--- src/rtl/lmac_reg_rd_arbiter.sv ---
// Round-robin arbiter/sequencer sharing the single LMAC register-read port among NUM_REQ requesters.
// Optional WAIT-state timeout is built when LMAC_REG_RD_TIMEOUT_EN is defined.
//
// state | meaning
// IDLE  | no transaction in flight; a winner is chosen when any req bit is set
// ARB   | owner granted, host_addr holds the owner's offset
// ISSUE | one-cycle reg_rd_start pulse to LMAC
// WAIT  | waiting for reg_rd_done_out (or the timeout limit)
// RESP  | one-cycle rsp_valid to the owner, ptr moves to the owner
module lmac_reg_rd_arbiter #(
  parameter int NUM_REQ = 4,
  parameter int TIMEOUT = 255
) (
  input  logic                   i_reg_clk,
  input  logic                   i_reset,
  input  logic [NUM_REQ-1:0]     i_req,
  input  logic [16*NUM_REQ-1:0]  i_req_addr,
  output logic [NUM_REQ-1:0]     o_gnt,
  output logic [NUM_REQ-1:0]     o_rsp_valid,
  output logic [31:0]            o_rsp_data,
  output logic                   o_rsp_err,
  output logic                   o_busy,
  output logic [15:0]            o_host_addr,
  output logic                   o_reg_rd_start,
  input  logic                   i_reg_rd_done_out,
  input  logic [31:0]            i_mac_regdout
);

  localparam int PW = (NUM_REQ > 1) ? $clog2(NUM_REQ) : 1;

  if (NUM_REQ < 2 || NUM_REQ > 8 || TIMEOUT < 1 || TIMEOUT > 65535) begin : g_bad_param
    $error("lmac_reg_rd_arbiter: NUM_REQ or TIMEOUT out of range");
  end

  typedef enum logic [4:0] {
    S_IDLE  = 5'b00001,
    S_ARB   = 5'b00010,
    S_ISSUE = 5'b00100,
    S_WAIT  = 5'b01000,
    S_RESP  = 5'b10000
  } state_t;

  state_t               r_state;
  logic [PW-1:0]        r_ptr;
  logic [PW-1:0]        r_owner;
  logic [NUM_REQ-1:0]   r_gnt;
  logic [NUM_REQ-1:0]   r_rsp_valid;
  logic [31:0]          r_rsp_data;
  logic                 r_busy;
  logic [15:0]          r_host_addr;
  logic                 r_reg_rd_start;

  logic [PW-1:0]        w_cand;
  logic [PW-1:0]        w_win_idx;
  logic [NUM_REQ-1:0]   w_win_oh;
  logic                 w_win_found;
  logic [15:0]          w_addr [NUM_REQ];

  for (genvar g = 0; g < NUM_REQ; g++) begin : g_addr
    assign w_addr[g] = i_req_addr[16*g +: 16];
  end

  // Rotating priority: the first set req bit after ptr wins.
  always_comb begin
    w_cand      = '0;
    w_win_idx   = r_ptr;
    w_win_oh    = '0;
    w_win_found = 1'b0;
    for (int k = 1; k <= NUM_REQ; k++) begin
      w_cand = PW'((int'(r_ptr) + k) % NUM_REQ);
      if (!w_win_found && i_req[w_cand]) begin
        w_win_found        = 1'b1;
        w_win_idx          = w_cand;
        w_win_oh           = '0;
        w_win_oh[w_cand]   = 1'b1;
      end
    end
  end

`ifdef LMAC_REG_RD_TIMEOUT_EN
  logic [15:0] r_wait_cnt;
  logic        r_rsp_err;
`endif

  // The winner is resolved from the req sampled in IDLE so that gnt and
  // host_addr are already registered while the FSM sits in ARB.
  always_ff @(posedge i_reg_clk) begin
    if (i_reset) begin
      r_state        <= S_IDLE;
      r_ptr          <= PW'(NUM_REQ - 1);
      r_owner        <= '0;
      r_gnt          <= '0;
      r_rsp_valid    <= '0;
      r_rsp_data     <= '0;
      r_busy         <= 1'b0;
      r_host_addr    <= '0;
      r_reg_rd_start <= 1'b0;
`ifdef LMAC_REG_RD_TIMEOUT_EN
      r_wait_cnt     <= '0;
      r_rsp_err      <= 1'b0;
`endif
    end else begin
      r_reg_rd_start <= 1'b0;
      r_rsp_valid    <= '0;
      case (r_state)
        S_IDLE: begin
          if (w_win_found) begin
            r_state     <= S_ARB;
            r_owner     <= w_win_idx;
            r_gnt       <= w_win_oh;
            r_host_addr <= w_addr[w_win_idx];
            r_busy      <= 1'b1;
          end
        end
        S_ARB: begin
          r_state        <= S_ISSUE;
          r_reg_rd_start <= 1'b1;
        end
        S_ISSUE: begin
          r_state <= S_WAIT;
`ifdef LMAC_REG_RD_TIMEOUT_EN
          r_wait_cnt <= '0;
`endif
        end
        S_WAIT: begin
          if (i_reg_rd_done_out) begin
            r_state     <= S_RESP;
            r_rsp_data  <= i_mac_regdout;
            r_rsp_valid <= r_gnt;
`ifdef LMAC_REG_RD_TIMEOUT_EN
            r_rsp_err   <= 1'b0;
          end else if (r_wait_cnt == 16'(TIMEOUT - 1)) begin
            r_state     <= S_RESP;
            r_rsp_data  <= 32'hDEAD_BEEF;
            r_rsp_valid <= r_gnt;
            r_rsp_err   <= 1'b1;
          end else begin
            r_wait_cnt  <= r_wait_cnt + 16'd1;
`endif
          end
        end
        S_RESP: begin
          r_state     <= S_IDLE;
          r_ptr       <= r_owner;
          r_gnt       <= '0;
          r_host_addr <= '0;
          r_busy      <= 1'b0;
        end
        default: r_state <= S_IDLE;
      endcase
    end
  end

  assign o_gnt          = r_gnt;
  assign o_rsp_valid    = r_rsp_valid;
  assign o_rsp_data     = r_rsp_data;
  assign o_busy         = r_busy;
  assign o_host_addr    = r_host_addr;
  assign o_reg_rd_start = r_reg_rd_start;
`ifdef LMAC_REG_RD_TIMEOUT_EN
  assign o_rsp_err      = r_rsp_err;
`else
  assign o_rsp_err      = 1'b0;
`endif

endmodule
--- config.mk ---
export PLATFORM = sky130hd
export DESIGN_NAME = lmac_reg_rd_arbiter
export DESIGN_NICKNAME = d
export VERILOG_FILES = /design/src/rtl/lmac_reg_rd_arbiter.sv
export SDC_FILE = /design/constraint.sdc
export NUM_CORES = 1
export LEC_CHECK = 0
export CORE_UTILIZATION = 44
export CTS_CLUSTER_SIZE = 28
export DETAILED_ROUTE_END_ITERATION = 6
export PLACE_DENSITY = 0.86
export SLEW_MARGIN = 20
export SYNTH_ARGS = -nofsm -noshare
export SYNTH_HDL_FRONTEND = slang
export SYNTH_SLANG_ARGS = --single-unit
--- constraint.sdc ---
create_clock -name i_reg_clk -period 5.79 [get_ports i_reg_clk]
set_input_delay 1.158 -clock i_reg_clk [delete_from_list [all_inputs] [get_ports i_reg_clk]]
set_output_delay 1.158 -clock i_reg_clk [all_outputs]
set_load 0.005 [all_outputs]
==> results.cfg, run 1 <==
[setup_path]
max_stage_delay_ps = 900
slowest_stage = o32ai_4
critical_path_required_ps = 5990
worstSetupStartpointType = input port
cp_top_family = compound AO/OA/AOI/OAI gates
arrival_ps = 3870
crit_chain = clkdlybuf4s50_1, mux4_2, nand2b_4, nor3b_2, o32ai_4, mux2i_1, a22o_1
crit_type = in2reg
path_buf_inv = 1
cp_max_fo = 17
cp-end-kind = flip-flop

[detailed_routing]
drtAntennaViolNets = 0
wl_mm = 8.36
vias = 3180
wl_per_cell_um = 13.6
viasPerCell = 5.16
dr.pass1.iters = 4
drc = 0
drtIter0Drc = 218

[power_and_ir_drop]
sw_frac_of_total = 0.233
p_switching_uw = 274
combPwrFrac = 0.216
power_density_nw_per_um2 = 228
p_leak_uw = 0.00195
p_int_uw = 901
seqPwrFrac = 0.435
power.share.clock = 0.349
irDropWorstVdd_v = 0.000151

[yosys]
yosys.cell_types.count = 50
synthArstFlopShare = 0
synth_edf_count = 0
synth_ff_type = dfxtp_1
syn_avg_cell_area_um2 = 9.22
yosysSeqAreaShare = 0.397
netlist_area_um2 = 3380
syn-num-nets = 477
syn_inst = 366
ys_ff_latch = 67
yosysWarnings = 0

[outcome]
outcome = finished clean

[finish]
postLayoutCoreUtil = 0.703
drive_gt1_frac = 0.0561
area_growth_pct = 52.6
nets = 624
nFillCells = 559
multiInputGateArea_um2 = 1840
register_area_um2 = 1340
diodes = 0

[placed_design]
gp_congestion = 0.794
hpwlAfterDp_mm = 6.35
port_buffers = 160

[timing]
finClkSkew_ps = 10.6
finalHoldViolCount = 0
finalMaxSlewViolations = 0
min_period_ps = 3660
fin_crit_sh = 0.633
tightest_slew_ps = 1020
setup_viol = 0
fmax_mhz = 273
max_slew_margin = 0.317
rsz0062_at_grt = no
setup_tns_ps = 0

[floorplanning]
fp-row-count = 31
initial_core_util = 0.460
die_h_um = 89.6
io_pins = 162
die_x_um = 89.6
die_area_um2 = 8030
core_area_um2 = 7330

[clock_network]
cts_tree = yes
htree_num_levels = 3
cts_sinks = 67
cts_buffers = 9
root_buffer = clkbuf_8
cts_setup_buffers = 0
cts_resized = 0
cts.clk_slew.worst_paths_ps = 70
clockBufferDepth = 2
clk_latency_ps = 320
hold_buffers = 0

[grt]
grt_max_degree = 48
antenna_found_initial = 0
grt_pass1_wl_mm = 12.9
grt_pass1_vias = 2881
grt.overflow.total = 0
grtUsageTotal = 0.207

[hold_path]
hp-class = reg2reg

[job]
max_cap_viol_count = 0
registers in the layout, summed over array words and instances (netlist names):
register        count
o_rsp_valid         4
o_busy              1
o_host_addr        16
r_ptr               2
o_reg_rd_start      1
o_rsp_data         32
r_state             5
o_gnt               4
r_owner             2
tightest hold or removal path: cells and delay by family (launching register included):
| family | cells | cell delay, ps |
|---|---|---|
| flops | 1 | 310 |
| simple gates | 1 | 50 |
| compound gates | 1 | 50 |
area by class of cell:
type	instances	area share
Multi-Input combinational cell	268	0.357
Timing Repair Buffer	163	0.315
Sequential cell	67	0.260
Clock buffer	13	0.0289
Tap cell	99	0.0240
Clock inverter	2	0.0117
Inverter	4	0.00291
path summary, 6_finish.rpt:
check                              startpoint                           end  slack [ps]  cells past startpoint
hold / removal    o_rsp_data[10]$_SDFFE_PP0N_   o_rsp_data[10]$_SDFFE_PP0N_         460                      2
hold reg to reg   o_rsp_data[10]$_SDFFE_PP0N_   o_rsp_data[10]$_SDFFE_PP0N_         460                      2
setup reg to reg        r_ptr[0]$_SDFFE_PP1P_  o_host_addr[15]$_SDFFE_PP0P_        2180                      8
setup / recovery                     i_req[1]  o_host_addr[15]$_SDFFE_PP0P_        2130                      7
per-stage QoR:
stage	hold slack (ps)	instance area (um2)	instances	setup WS [ps]	power, uW
2_1_floorplan	431	3380	366	2960	641
3_3_place_gp	440	4940	601	1920	769
3_5_place_dp	446	4940	601	1770	776
4_1_cts	455	5150	616	2120	1190
5_1_grt	471	5150	616	1930	1230
6_report	456	5150	616	2130	1180
power by group through the flow:
stage / registers [uW] / clock network [uW] / logic, uW
after floorplan: 520 / 0 / 122
after global placement: 520 / 0 / 249
after detailed placement: 520 / 0 / 256
after CTS: 511 / 420 / 256
after global routing: 514 / 442 / 276
final: 511 / 410 / 254
metal layers:
metal  global-route usage  vias up  share of wire
met5                    0        -              0
li1                     -     1591              -
met4               0.0736        0          0.013
met2                0.368      140           0.49
met3               0.0594       10          0.080
met1                0.235     1439           0.42
synthesized netlist by cell type (all sizes together), types with 2 or more instances:
master / instances / area [um2]
a31oi: 2 / 12.5
nor3: 7 / 40.0
nor2b: 3 / 18.8
o21ai: 4 / 23.8
nor4: 2 / 18.8
mux2: 2 / 22.5
nand3: 3 / 15.0
and2: 5 / 32.5
clkbuf: 17 / 97.6
a222oi: 4 / 40.0
mux2i: 52 / 533
nand3b: 4 / 30.0
inv: 4 / 15.0
buf: 10 / 109
nand2: 74 / 278
o32ai: 2 / 25.0
a22o: 16 / 140
mux4: 2 / 45.0
nand2b: 2 / 20.0
nor3b: 3 / 27.5
a21oi: 43 / 215
ha: 8 / 100
a311oi: 4 / 35.0
dfxtp: 67 / 1340
nor2: 15 / 56.3
logic make-up after synthesis:
group | after synthesis | synth area share
flip-flops | 67 | 0.397
multiplexers | 56 | 0.178
AO/OA/AOI/OAI | 80 | 0.158
XOR/XNOR | 1 | 0.00259
buffers and inverters | 31 | 0.0656
AND/OR/NAND/NOR | 122 | 0.168
adder cells (fa/ha/maj) | 8 | 0.0297
other | 1 | 0.00111
cell usage in the layout, fill, tap and decap left out, types with 5 or more instances in the layout:
cell             instances
dfxtp_1                 67
ha_1                     8
clkdlybuf4s50_1        160
nor3_1                   5
nand2_1                 74
a21oi_1                 43
a22o_1                  16
clkbuf_8                10
nor2_1                  15
mux2i_1                 51
Power figures use the tool's default switching activity.
==> inputs of run 2 (changes only) <==
--- a/config.mk
+++ b/config.mk
@@ -5,10 +5,10 @@
 export SDC_FILE = /design/constraint.sdc
 export NUM_CORES = 1
 export LEC_CHECK = 0
-export CORE_UTILIZATION = 44
+export CORE_UTILIZATION = 37
 export CTS_CLUSTER_SIZE = 28
 export DETAILED_ROUTE_END_ITERATION = 6
-export PLACE_DENSITY = 0.86
+export PLACE_DENSITY = 0.77
 export SLEW_MARGIN = 20
 export SYNTH_ARGS = -nofsm -noshare
 export SYNTH_HDL_FRONTEND = slang
==> constraint.sdc (replaced) <==
create_clock -name i_reg_clk -period 3 [get_ports i_reg_clk]
set_input_delay 0.6 -clock i_reg_clk [delete_from_list [all_inputs] [get_ports i_reg_clk]]
set_output_delay 0.6 -clock i_reg_clk [all_outputs]
set_load 0.005 [all_outputs]
==> run 2 against run 1 <==
Net effect:
- core utilization fell by 9.2 points
- clock skew decreased by 3.8 ps
- global-route usage down 2.4 points
- highest routed layer unchanged
- setup slack got worse by 1800 ps
- via count up 2.1%
- combinational power up 110%
- register-to-register slack lost 1800 ps
- clock power up 110%
==> results.cfg, run 2 (same netlist as run 1, synthesis figures left out) <==
[outcome]
outcome = finished clean

[finish]
layout_common_cells = 160 x clkdlybuf4s50_1, 74 x nand2_1, 67 x dfxtp_1
nets = 642
postLayoutCoreUtil = 0.611
diodes = 0
nFillCells = 737
multiInputGateArea_um2 = 1840
area_growth_pct = 58.6
largest_register_ffs = 32
final_common_cell = clkdlybuf4s50_1
register_area_um2 = 1340
drive_gt1_frac = 0.0933

[floorplanning]
die_h_um = 97.5
fp-row-count = 34
core_area_um2 = 8760
io_pins = 162
die_x_um = 97.5
die_area_um2 = 9510
initial_core_util = 0.385

[detailed_routing]
viasPerCell = 5.04
wl_per_cell_um = 13.4
dr.pass1.iters = 5
wl_mm = 8.66
drtIter0Drc = 160
drc = 0
drtAntennaViolNets = 0
vias = 3248

[clock_network]
root_buffer = clkbuf_8
cts_setup_buffers = 0
htree_num_levels = 3
cts_buffers = 9
hold_buffers = 0
clk_latency_ps = 320
cts.clk_slew.worst_paths_ps = 70
cts_resized = 0
cts_sinks = 67
clockBufferDepth = 2
cts_tree = yes

[timing]
max_slew_margin = 0.551
rsz0062_at_grt = no
setup_viol = 0
fin_ws_ps = 346
min_period_ps = 2650
fmax_mhz = 377
setup_tns_ps = 0
finalMaxSlewViolations = 0
tightest_slew_ps = 671
finalHoldViolCount = 0
fin_crit_sh = 0.885
finClkSkew_ps = 6.82

[setup_path]
reg2reg_slack_ps = 350
worstSetupStartpointType = flip-flop
path_buf_inv = 2
reg2reg_from = r_ptr[1]$_SDFFE_PP1P_
critical_path.startpoint = r_ptr[1]$_SDFFE_PP1P_
cp-end-kind = flip-flop
slowest_stage = o21ai_4
crit_path_frequent_cell = mux2i_1
arrival_ps = 2870
crit_chain = inv_1, ha_1, mux2i_1, a21oi_1, o21ai_4, buf_4, mux2i_1, mux2i_1, a22o_1
r2r_cells = 9
critical_path_required_ps = 3220
cp_top_family = compound AO/OA/AOI/OAI gates
reg2reg_to = o_host_addr[3]$_SDFFE_PP0P_
crit_type = reg2reg
cp_max_fo = 11
max_stage_delay_ps = 430

[grt]
grt_pass1_wl_mm = 14.2
grt.overflow.total = 0
grtUsageTotal = 0.182
grt_max_degree = 47
antenna_found_initial = 0
grt_pass1_vias = 3208

[hold_path]
hold-path-endpoint = o_rsp_data[7]$_SDFFE_PP0N_
hp-class = reg2reg
hold-path-cell-count = 2
hold_start = o_rsp_data[7]$_SDFFE_PP0N_

[placed_design]
port_buffers = 160
dpl_worst_slack_ps = 28.0
hpwlAfterDp_mm = 6.64
gp_congestion = 0.818

[power_and_ir_drop]
irDropWorstVdd_v = 0.000203
power_density_nw_per_um2 = 441
power_uw = 2360
p_leak_uw = 0.00206

[job]
max_cap_viol_count = 0
## run 2: how the worst max path moves through the flow
stage                                    to  cells after the start
2_1_floorplan  o_host_addr[11]$_SDFFE_PP0P_                     10
3_3_place_gp    o_host_addr[5]$_SDFFE_PP0P_                      8
3_5_place_dp    o_host_addr[3]$_SDFFE_PP0P_                      8
4_1_cts         o_host_addr[3]$_SDFFE_PP0P_                      9
5_1_grt         o_host_addr[3]$_SDFFE_PP0P_                      9
6_report        o_host_addr[3]$_SDFFE_PP0P_                      9
## run 2: worst reg2reg max path: stages (launching register included)
cell and delay [ps]:
dfxtp_1 330, inv_1 110, ha_1 420, mux2i_1 360, a21oi_1 160, o21ai_4 430, buf_4 260, mux2i_1 210
mux2i_1 90, a22o_1 180
## run 2: metrics by stage
step / cells / hold slack [ps] / area, um2
2_1_floorplan: 366 / 431 / 3380
3_5_place_dp: 628 / 446 / 5110
5_1_grt: 644 / 481 / 5360
6_report: 644 / 455 / 5360
4_1_cts: 644 / 456 / 5350
3_3_place_gp: 628 / 441 / 5110
## run 2: power breakdown
group          internal (uW)  leakage [uW]  switching (uW)
clock                    516      0.000116             334
sequential               948      0.000545            36.2
combinational            327       0.00140             199
## run 2: routing by layer
metal	global-route usage	routed length (um)	part of all wire	vias up
met2	0.345	4290	0.50	150
met5	0	0	0	-
met1	0.188	3520	0.41	1465
li1	-	-	-	1628
met3	0.0576	808	0.093	5
met4	0.0600	40	0.0046	0
## run 2: cell type report
cell class | instances | area share
Clock inverter | 5 | 0.0159
Clock buffer | 11 | 0.0283
Sequential cell | 67 | 0.250
Timing Repair Buffer | 181 | 0.333
Multi-Input combinational cell | 268 | 0.344
Inverter | 4 | 0.00280
Tap cell | 108 | 0.0252
